<file path="src/rtl/flot_pkg.sv">
// Package shared by the stage enable sequencer and its testbench.
//  - state_t     : sequencer FSM states (ST_IDLE, ST_RAMP, ST_DONE)
//  - MAX_STAGES  : widest mask that therm() can build
//  - therm()     : MSB-first thermometer mask with n ones across n_stages bits
package flot_pkg;

  typedef enum logic [1:0] {
    ST_IDLE = 2'd0,
    ST_RAMP = 2'd1,
    ST_DONE = 2'd2
  } state_t;

  localparam int unsigned MAX_STAGES = 32;

  // Sets the n most significant bits of the low n_stages bits.
  // n larger than n_stages saturates to all ones.
  function automatic logic [MAX_STAGES-1:0] therm(input int unsigned n,
                                                  input int unsigned n_stages);
    logic [MAX_STAGES-1:0] m;
    m = '0;
    for (int unsigned i = 0; i < MAX_STAGES; i++) begin
      m[i] = (i < n_stages) && ((i + n) >= n_stages);
    end
    return m;
  endfunction

endpackage

</file>
<file path="src/rtl/stage_enable_sequencer_if.sv">
// Board-side bundle of the stage enable sequencer.
//  boton  : raw push-button (asynchronous)
//  modo   : 0 = auto (op change triggers), 1 = step (button press triggers)
//  op     : requested configuration code
//  en     : stage enable mask, MSB-first thermometer
//  cambio : one-cycle pulse when en reaches the target
//  busy   : high while ramping
//  err    : one-cycle pulse when an illegal op request is dropped
// master drives the requests, slave (the sequencer) drives the status.
interface stage_enable_sequencer_if #(
  parameter int N_STAGES = 4,
  parameter int OP_W     = $clog2(N_STAGES + 1)
);
  logic                boton;
  logic                modo;
  logic [OP_W-1:0]     op;
  logic [N_STAGES-1:0] en;
  logic                cambio;
  logic                busy;
  logic                err;

  modport master (output boton, modo, op, input en, cambio, busy, err);
  modport slave  (input boton, modo, op, output en, cambio, busy, err);
endinterface

</file>
<file path="src/rtl/boton_debounce.sv">
// Push-button synchroniser and debouncer.
//  clk     : system clock
//  rst     : synchronous active-high reset
//  boton_i : raw asynchronous button
//  press_o : one-cycle pulse when the debounced level goes 0 -> 1
// The synchronised level must differ from the accepted level for
// DEBOUNCE_CYC consecutive cycles before it is accepted. Releases are
// accepted the same way but produce no pulse.
module boton_debounce #(
  parameter int SYNC_STAGES  = 2,
  parameter int DEBOUNCE_CYC = 1_000_000
) (
  input  logic clk,
  input  logic rst,
  input  logic boton_i,
  output logic press_o
);

  localparam int CNT_W = (DEBOUNCE_CYC > 1) ? $clog2(DEBOUNCE_CYC) : 1;
  localparam logic [CNT_W-1:0] CNT_LAST = CNT_W'(DEBOUNCE_CYC - 1);

  logic [SYNC_STAGES-1:0] sync_q, sync_d;
  logic                   stable_q, stable_d;
  logic [CNT_W-1:0]       cnt_q, cnt_d;
  logic                   press_q, press_d;
  logic                   sync_s;

  assign sync_s  = sync_q[SYNC_STAGES-1];
  assign press_o = press_q;

  // Next-state: shift the synchroniser and run the stability counter.
  always_comb begin
    sync_d   = {sync_q[SYNC_STAGES-2:0], boton_i};
    stable_d = stable_q;
    cnt_d    = cnt_q;
    press_d  = 1'b0;
    if (sync_s == stable_q) begin
      cnt_d = '0;
    end else if (cnt_q == CNT_LAST) begin
      stable_d = sync_s;
      cnt_d    = '0;
      press_d  = sync_s;
    end else begin
      cnt_d = cnt_q + CNT_W'(1);
    end
  end

  // State registers with synchronous reset.
  always_ff @(posedge clk) begin
    if (rst) begin
      sync_q   <= '0;
      stable_q <= 1'b0;
      cnt_q    <= '0;
      press_q  <= 1'b0;
    end else begin
      sync_q   <= sync_d;
      stable_q <= stable_d;
      cnt_q    <= cnt_d;
      press_q  <= press_d;
    end
  end

endmodule

</file>
<file path="src/rtl/stage_enable_sequencer.sv">
// Stage enable sequencer for the floating-point datapath.
//  clk : system clock, rising edge
//  rst : synchronous active-high reset
//  bus : stage_enable_sequencer_if.slave (boton/modo/op in, en/cambio/busy/err out)
// An op code selects an MSB-first thermometer target; en ramps toward it one
// bit every STEP_CYC cycles. Requests come from op changes (modo=0) or from a
// debounced button press (modo=1). All outputs come straight from flops.
module stage_enable_sequencer #(
  parameter int N_STAGES     = 4,
  parameter int OP_W         = $clog2(N_STAGES + 1),
  parameter int STEP_CYC     = 1,
  parameter int SYNC_STAGES  = 2,
  parameter int DEBOUNCE_CYC = 1_000_000
) (
  input logic                    clk,
  input logic                    rst,
  stage_enable_sequencer_if.slave bus
);
  import flot_pkg::*;

  localparam int SC_W = (STEP_CYC > 1) ? $clog2(STEP_CYC) : 1;
  localparam logic [SC_W-1:0] SC_LAST = SC_W'(STEP_CYC - 1);
  localparam logic [OP_W-1:0] OP_OFF  = OP_W'(N_STAGES);

  state_t              state_q, state_d;
  logic [OP_W-1:0]     op_q, op_d;
  logic [N_STAGES-1:0] en_q, en_d;
  logic [N_STAGES-1:0] tgt_q, tgt_d;
  logic [SC_W-1:0]     step_q, step_d;
  logic                cambio_q, cambio_d;
  logic                busy_q, busy_d;
  logic                err_q, err_d;

  logic                press_s;
  logic                req_s;
  logic                legal_s;
  logic                acc_s;
  logic [N_STAGES-1:0] tgt_req_s;
  logic [N_STAGES-1:0] tgt_eff_s;
  logic [N_STAGES-1:0] en_step_s;

  boton_debounce #(
    .SYNC_STAGES  (SYNC_STAGES),
    .DEBOUNCE_CYC (DEBOUNCE_CYC)
  ) u_debounce (
    .clk     (clk),
    .rst     (rst),
    .boton_i (bus.boton),
    .press_o (press_s)
  );

  assign bus.en     = en_q;
  assign bus.cambio = cambio_q;
  assign bus.busy   = busy_q;
  assign bus.err    = err_q;

  // Request decode, target decode and one-step move of the mask.
  always_comb begin
    op_d      = bus.op;
    req_s     = bus.modo ? press_s : (bus.op != op_q);
    legal_s   = (bus.op <= OP_OFF);
    acc_s     = req_s & legal_s;
    if (bus.op < OP_OFF) begin
      tgt_req_s = N_STAGES'(therm(32'(bus.op) + 32'd1, N_STAGES));
    end else begin
      tgt_req_s = '0;
    end
    // A retarget takes effect on the edge it arrives.
    tgt_eff_s = acc_s ? tgt_req_s : tgt_q;
    // en is always a thermometer: more ones reads as a larger number, so a
    // magnitude compare gives the direction. Up shifts a one in at the MSB
    // (sets the highest clear bit); down clears the lowest set bit.
    if (tgt_eff_s > en_q) begin
      en_step_s = {1'b1, en_q[N_STAGES-1:1]};
    end else begin
      en_step_s = en_q & (en_q - N_STAGES'(1));
    end
  end

  // FSM next state and next register values for all outputs.
  always_comb begin
    state_d = state_q;
    en_d    = en_q;
    tgt_d   = tgt_q;
    step_d  = step_q;
    case (state_q)
      // DONE behaves like IDLE so a request on the settle edge is not lost.
      ST_IDLE, ST_DONE: begin
        if (acc_s) begin
          tgt_d  = tgt_req_s;
          step_d = '0;
          if (tgt_req_s == en_q) begin
            state_d = ST_DONE;
          end else begin
            state_d = ST_RAMP;
          end
        end else begin
          state_d = ST_IDLE;
        end
      end
      ST_RAMP: begin
        tgt_d = tgt_eff_s;
        if (tgt_eff_s == en_q) begin
          state_d = ST_DONE;
        end else if (step_q == SC_LAST) begin
          step_d = '0;
          en_d   = en_step_s;
          if (en_step_s == tgt_eff_s) begin
            state_d = ST_DONE;
          end else begin
            state_d = ST_RAMP;
          end
        end else begin
          step_d  = step_q + SC_W'(1);
          state_d = ST_RAMP;
        end
      end
      default: begin
        state_d = ST_IDLE;
      end
    endcase
    cambio_d = (state_d == ST_DONE);
    busy_d   = (state_d == ST_RAMP);
    err_d    = req_s & ~legal_s;
  end

  // State and output registers with synchronous reset.
  always_ff @(posedge clk) begin
    if (rst) begin
      state_q  <= ST_IDLE;
      op_q     <= OP_OFF;
      en_q     <= '0;
      tgt_q    <= '0;
      step_q   <= '0;
      cambio_q <= 1'b0;
      busy_q   <= 1'b0;
      err_q    <= 1'b0;
    end else begin
      state_q  <= state_d;
      op_q     <= op_d;
      en_q     <= en_d;
      tgt_q    <= tgt_d;
      step_q   <= step_d;
      cambio_q <= cambio_d;
      busy_q   <= busy_d;
      err_q    <= err_d;
    end
  end

endmodule
</file>
<file path="src/flat_wrapper.sv">
// flat-port wrapper written by rule: the top's interface ports become plain ports
module stage_enable_sequencer_flat import flot_pkg::*;
#(
  parameter int N_STAGES     = 4,
  parameter int OP_W         = $clog2(N_STAGES + 1),
  parameter int STEP_CYC     = 1,
  parameter int SYNC_STAGES  = 2,
  parameter int DEBOUNCE_CYC = 1_000_000
)
  (clk, rst, bus_boton, bus_modo, bus_op, bus_en, bus_cambio, bus_busy, bus_err);
  stage_enable_sequencer_if #(.N_STAGES(N_STAGES), .OP_W(OP_W)) bus_i ();
  input logic clk;
  input logic rst;
  input wire logic [$bits(bus_i.boton)-1:0] bus_boton;
  input wire logic [$bits(bus_i.modo)-1:0] bus_modo;
  input wire logic [$bits(bus_i.op)-1:0] bus_op;
  output wire logic [$bits(bus_i.en)-1:0] bus_en;
  output wire logic [$bits(bus_i.cambio)-1:0] bus_cambio;
  output wire logic [$bits(bus_i.busy)-1:0] bus_busy;
  output wire logic [$bits(bus_i.err)-1:0] bus_err;
  assign bus_i.boton = bus_boton;
  assign bus_i.modo = bus_modo;
  assign bus_i.op = bus_op;
  assign bus_en = bus_i.en;
  assign bus_cambio = bus_i.cambio;
  assign bus_busy = bus_i.busy;
  assign bus_err = bus_i.err;
  stage_enable_sequencer #(.N_STAGES(N_STAGES), .OP_W(OP_W), .STEP_CYC(STEP_CYC), .SYNC_STAGES(SYNC_STAGES), .DEBOUNCE_CYC(DEBOUNCE_CYC)) u_core (.clk(clk), .rst(rst), .bus(bus_i));
endmodule
</file>
<file path="config.mk">
export PLATFORM = sky130hd
export DESIGN_NAME = stage_enable_sequencer_flat
export DESIGN_NICKNAME = d
export VERILOG_FILES = /design/src/rtl/flot_pkg.sv /design/src/rtl/stage_enable_sequencer_if.sv /design/src/rtl/boton_debounce.sv /design/src/rtl/stage_enable_sequencer.sv /design/src/flat_wrapper.sv
export SDC_FILE = /design/constraint.sdc
export NUM_CORES = 1
export LEC_CHECK = 0
export ABC_CLOCK_PERIOD_IN_PS = 5200
export BUFFER_PORTS_ARGS = -buffer_cell sky130_fd_sc_hd__clkbuf_2
export CAP_MARGIN = 40
export CORE_MARGIN = 2
export CORE_UTILIZATION = 59
export CTS_CLUSTER_DIAMETER = 30
export DETAILED_ROUTE_END_ITERATION = 10
export PLACE_DENSITY_LB_ADDON = 0.1
export SYNTH_ARGS = -nofsm -noshare
export SYNTH_HDL_FRONTEND = slang
export SYNTH_HIERARCHICAL = 1
export SYNTH_SLANG_ARGS = --single-unit
</file>
<file path="constraint.sdc">
create_clock -name clk -period 5.2 [get_ports clk]
set_input_delay 0.52 -clock clk [delete_from_list [all_inputs] [get_ports clk]]
set_output_delay 0.52 -clock clk [all_outputs]
set_load 0.005 [all_outputs]
</file>
==> out/metrics.cfg <==
[outcome]
status = completed

[detailed_routing]
drt-initial-drc-count = 145
avgViaCountPerCell = 5.76
first_pass_iters = 4
ant_nets = 0
drc = 0
vias = 1767
routed_wl_um = 3970
wl_per_cell_um = 12.9

[synth]
synthesis.area_um2 = 2110
synth_top_area_cell = dfxtp_1
yosys_warnings = 6
async_flop_share_pct = 0
synth_ff_type = dfxtp_1
yosysMostFrequentCell = dfxtp_1
yosys-top-cells-area = dfxtp_1 38%, xnor2_1 6.7%, nor2_1 6.4%
yosysTopAreaCellShare_pct = 38.0
synth_edf_count = 0
ys_ff_latch = 40
synth_common_cells = 40 x dfxtp_1, 36 x nor2_1, 19 x nand2_1, 16 x xnor2_1, 13 x a21oi_1
synth_cells = 243
avgSynthCellArea_um2 = 8.67
syn_nets = 258
yosysUniqueCellTypes = 53
yosysSeqAreaShare_pct = 38.0

[timing]
fin_crit_ns = 3.59
setup_tns_ns = 0
whs_ns = 0.379
rsz0062_at_grt = false
final-hold-violation-count = 0
worstMarginPinSlew_ns = 0.764
slew_viol_final = 0
period_share_pct = 69.1
slew_headroom_pct = 49.1
clock_skew_ns = 0.0102
finalSetupViolations = 0
fmax_mhz = 278

[power_and_ir_drop]
p_per_area_nw_per_um2 = 244
ir_drop_mv = 0.208
p_leak_uw = 0.000784
total_power_uw = 556

[floorplan]
rows = 21
start_util_pct = 62.1
core_area_um2 = 3390
die_x_um = 63.7
die_h_um = 63.7
die_area_um2 = 4060
ios = 14

[place]
io_buffers = 13
hpwl_um = 2860
globalplace.congestion = 0.875
dp_cells = 299

[worst_setup_path]
crit_path_end = u_core/bus.busy
rr_worst_depth = 12
regToRegSetupSlack_ns = 1.61
critPathKind = reg -> reg
cp-start-kind = flop
cp.depth = 12
crit_fanout = 9
reg2reg_to = u_core/bus.busy
slowest_delay_ns = 0.52
worstSetupEndpointType = flop
r2r-start = u_core/op_q[0]
crit_path_frequent_cell = a22o_1
worstPathArrival_ns = 3.84
critPathRequiredTime_ns = 5.45
cpMaxStageDelayCell = or4b_1
setup.worst_path.start = u_core/op_q[0]
critPathBufInv = 0
crit_chain = xor2_1, o41ai_4, nor2_1, a22o_1, ha_1, nor2b_1, o211ai_1, a21oi_1, or4b_1, a31oi_1, o2111ai_1, a22o_1
crit_family = compound AO/OA/AOI/OAI gates

[final_layout]
finalNonFillerCells = 307
syn_to_final_growth_pct = 8.14
final_layout_size_suffix_gt1_share_pct = 12.3
antennaDiodeCount = 0
fin_nets = 275

[clocking]
clk_pin_slew_ns = 0.12
ctsHoldBuffers = 0
clk_latency_ns = 0.35
clockBufferDepth = 2
cts_root_buf = clkbuf_4
cts_resized = 0
htree_levels = 2
clock-sinks = 40
numCtsBuffers = 5
cts_tree = yes
post_cts_buffers = 0

[global_routing]
grt_pass1_vias = 1645
grtUsageTotal_pct = 22.5
grt_pass1_wl_um = 7300
grt_overflow = 0
antenna_found_initial = 0
grt_max_degree = 22

[worst_hold_path]
hold_class = in -> reg

[job]
max-cap-violations = 0

where the power goes:
part / internal, uW / switching, uW
Clock: 64.4 / 100
Combinational: 28.2 / 44.4
Sequential: 313 / 5.30
Total: 406 / 150
flip-flops by register name (all words and copies together), names as in the netlist:
name and flops:
u_core/bus.cambio 1, u_core/u_debounce/sync_q 2, u_core/u_debounce/press_o 1, u_core/u_debounce/stable_q 1
u_core/bus.err 1, u_core/bus.busy 1, u_core/state_q 2, u_core/op_q 3
u_core/tgt_q 4, u_core/u_debounce/cnt_q 20, u_core/bus.en 4
stage by stage:
step / area, um^2 / worst slack (ns) / utilization [%]
2_1_floorplan: 2110 / 1.78 / -
3_3_place_gp: 2220 / 1.30 / 65.4
3_5_place_dp: 2220 / 1.31 / 65.4
4_1_cts: 2280 / 1.66 / 67.2
5_1_grt: 2280 / 1.35 / 67.2
6_report: 2280 / 1.61 / 67.2
cell usage in the layout (no fill, tap or decap), types with 2 or more instances in the layout:
| master | synthesis | layout |
|---|---|---|
| dfxtp_1 | 40 | 40 |
| nor2_1 | 36 | 36 |
| nand2_1 | 19 | 19 |
| xnor2_1 | 16 | 16 |
| clkbuf_2 | 0 | 13 |
| a21oi_1 | 13 | 13 |
| inv_1 | 10 | 10 |
| nor3_1 | 10 | 10 |
| nor4_1 | 8 | 8 |
| ha_1 | 8 | 8 |
| nand4_1 | 7 | 7 |
| nand3_1 | 6 | 6 |
| clkbuf_4 | 0 | 5 |
| xor2_1 | 5 | 5 |
| nor2b_1 | 4 | 4 |
| a22o_1 | 3 | 3 |
| or4_1 | 3 | 3 |
| o31ai_1 | 3 | 3 |
| and3_1 | 3 | 3 |
| o21ai_0 | 3 | 3 |
| a211oi_1 | 3 | 3 |
| or2_2 | 3 | 3 |
| or3_1 | 3 | 3 |
| clkinv_2 | 0 | 2 |
| xor2_2 | 2 | 2 |
| a21o_1 | 2 | 2 |
| nor4b_1 | 2 | 2 |
| mux2i_1 | 2 | 2 |
worst register-to-register path: stages (launching register included):
cell	delay [ns]
dfxtp_1	0.33
xor2_1	0.17
o41ai_4	0.42
nor2_1	0.13
a22o_1	0.32
ha_1	0.33
nor2b_1	0.14
o211ai_1	0.20
a21oi_1	0.25
or4b_1	0.52
a31oi_1	0.23
o2111ai_1	0.22
a22o_1	0.25
area by class of cell:
cell class / count / area (um^2)
sequential: 40 / 801
inverter: 11 / 41.3
multi-input combinational: 189 / 1250
clock buffer: 6 / 51.3
clock inverter: 2 / 10.0
fill: 266 / 1110
tap: 46 / 57.6
timing repair buffer: 13 / 65.1
logic make-up (layout without fill, tap and decap cells):
group           Yosys count  count (layout)  synth area share [%]
simple gates            116             116                  29.5
flops                    40              40                  38.0
compound gates           39              39                  13.5
xor+xnor                 23              23                  10.3
buf+inv                  14              32                  2.55
fa+ha+maj                 9               9                  5.23
mux                       2               2                 0.951
worst min path at each step:
stage                           startpoint                          end  slack (ns)  depth (start not counted)
2_1_floorplan  u_core/u_debounce/sync_q[0]  u_core/u_debounce/sync_q[1]        0.41                          1
3_3_place_gp   u_core/u_debounce/sync_q[0]  u_core/u_debounce/sync_q[1]        0.44                          1
3_5_place_dp   u_core/u_debounce/sync_q[0]  u_core/u_debounce/sync_q[1]        0.46                          1
4_1_cts                          bus_boton  u_core/u_debounce/sync_q[0]        0.38                          2
5_1_grt                          bus_boton  u_core/u_debounce/sync_q[0]        0.37                          2
6_report                         bus_boton  u_core/u_debounce/sync_q[0]        0.38                          2
layer usage:
layer  track usage, %  vias to the layer above  part of all wire, %
li1                 -                      911                    -
met1             32.3                      806                   53
met2             33.0                       43                   40
met3             5.28                        7                  5.3
met4             8.15                        0                  1.3
met5                0                        -                    0
(Power assumes the default switching activity.)
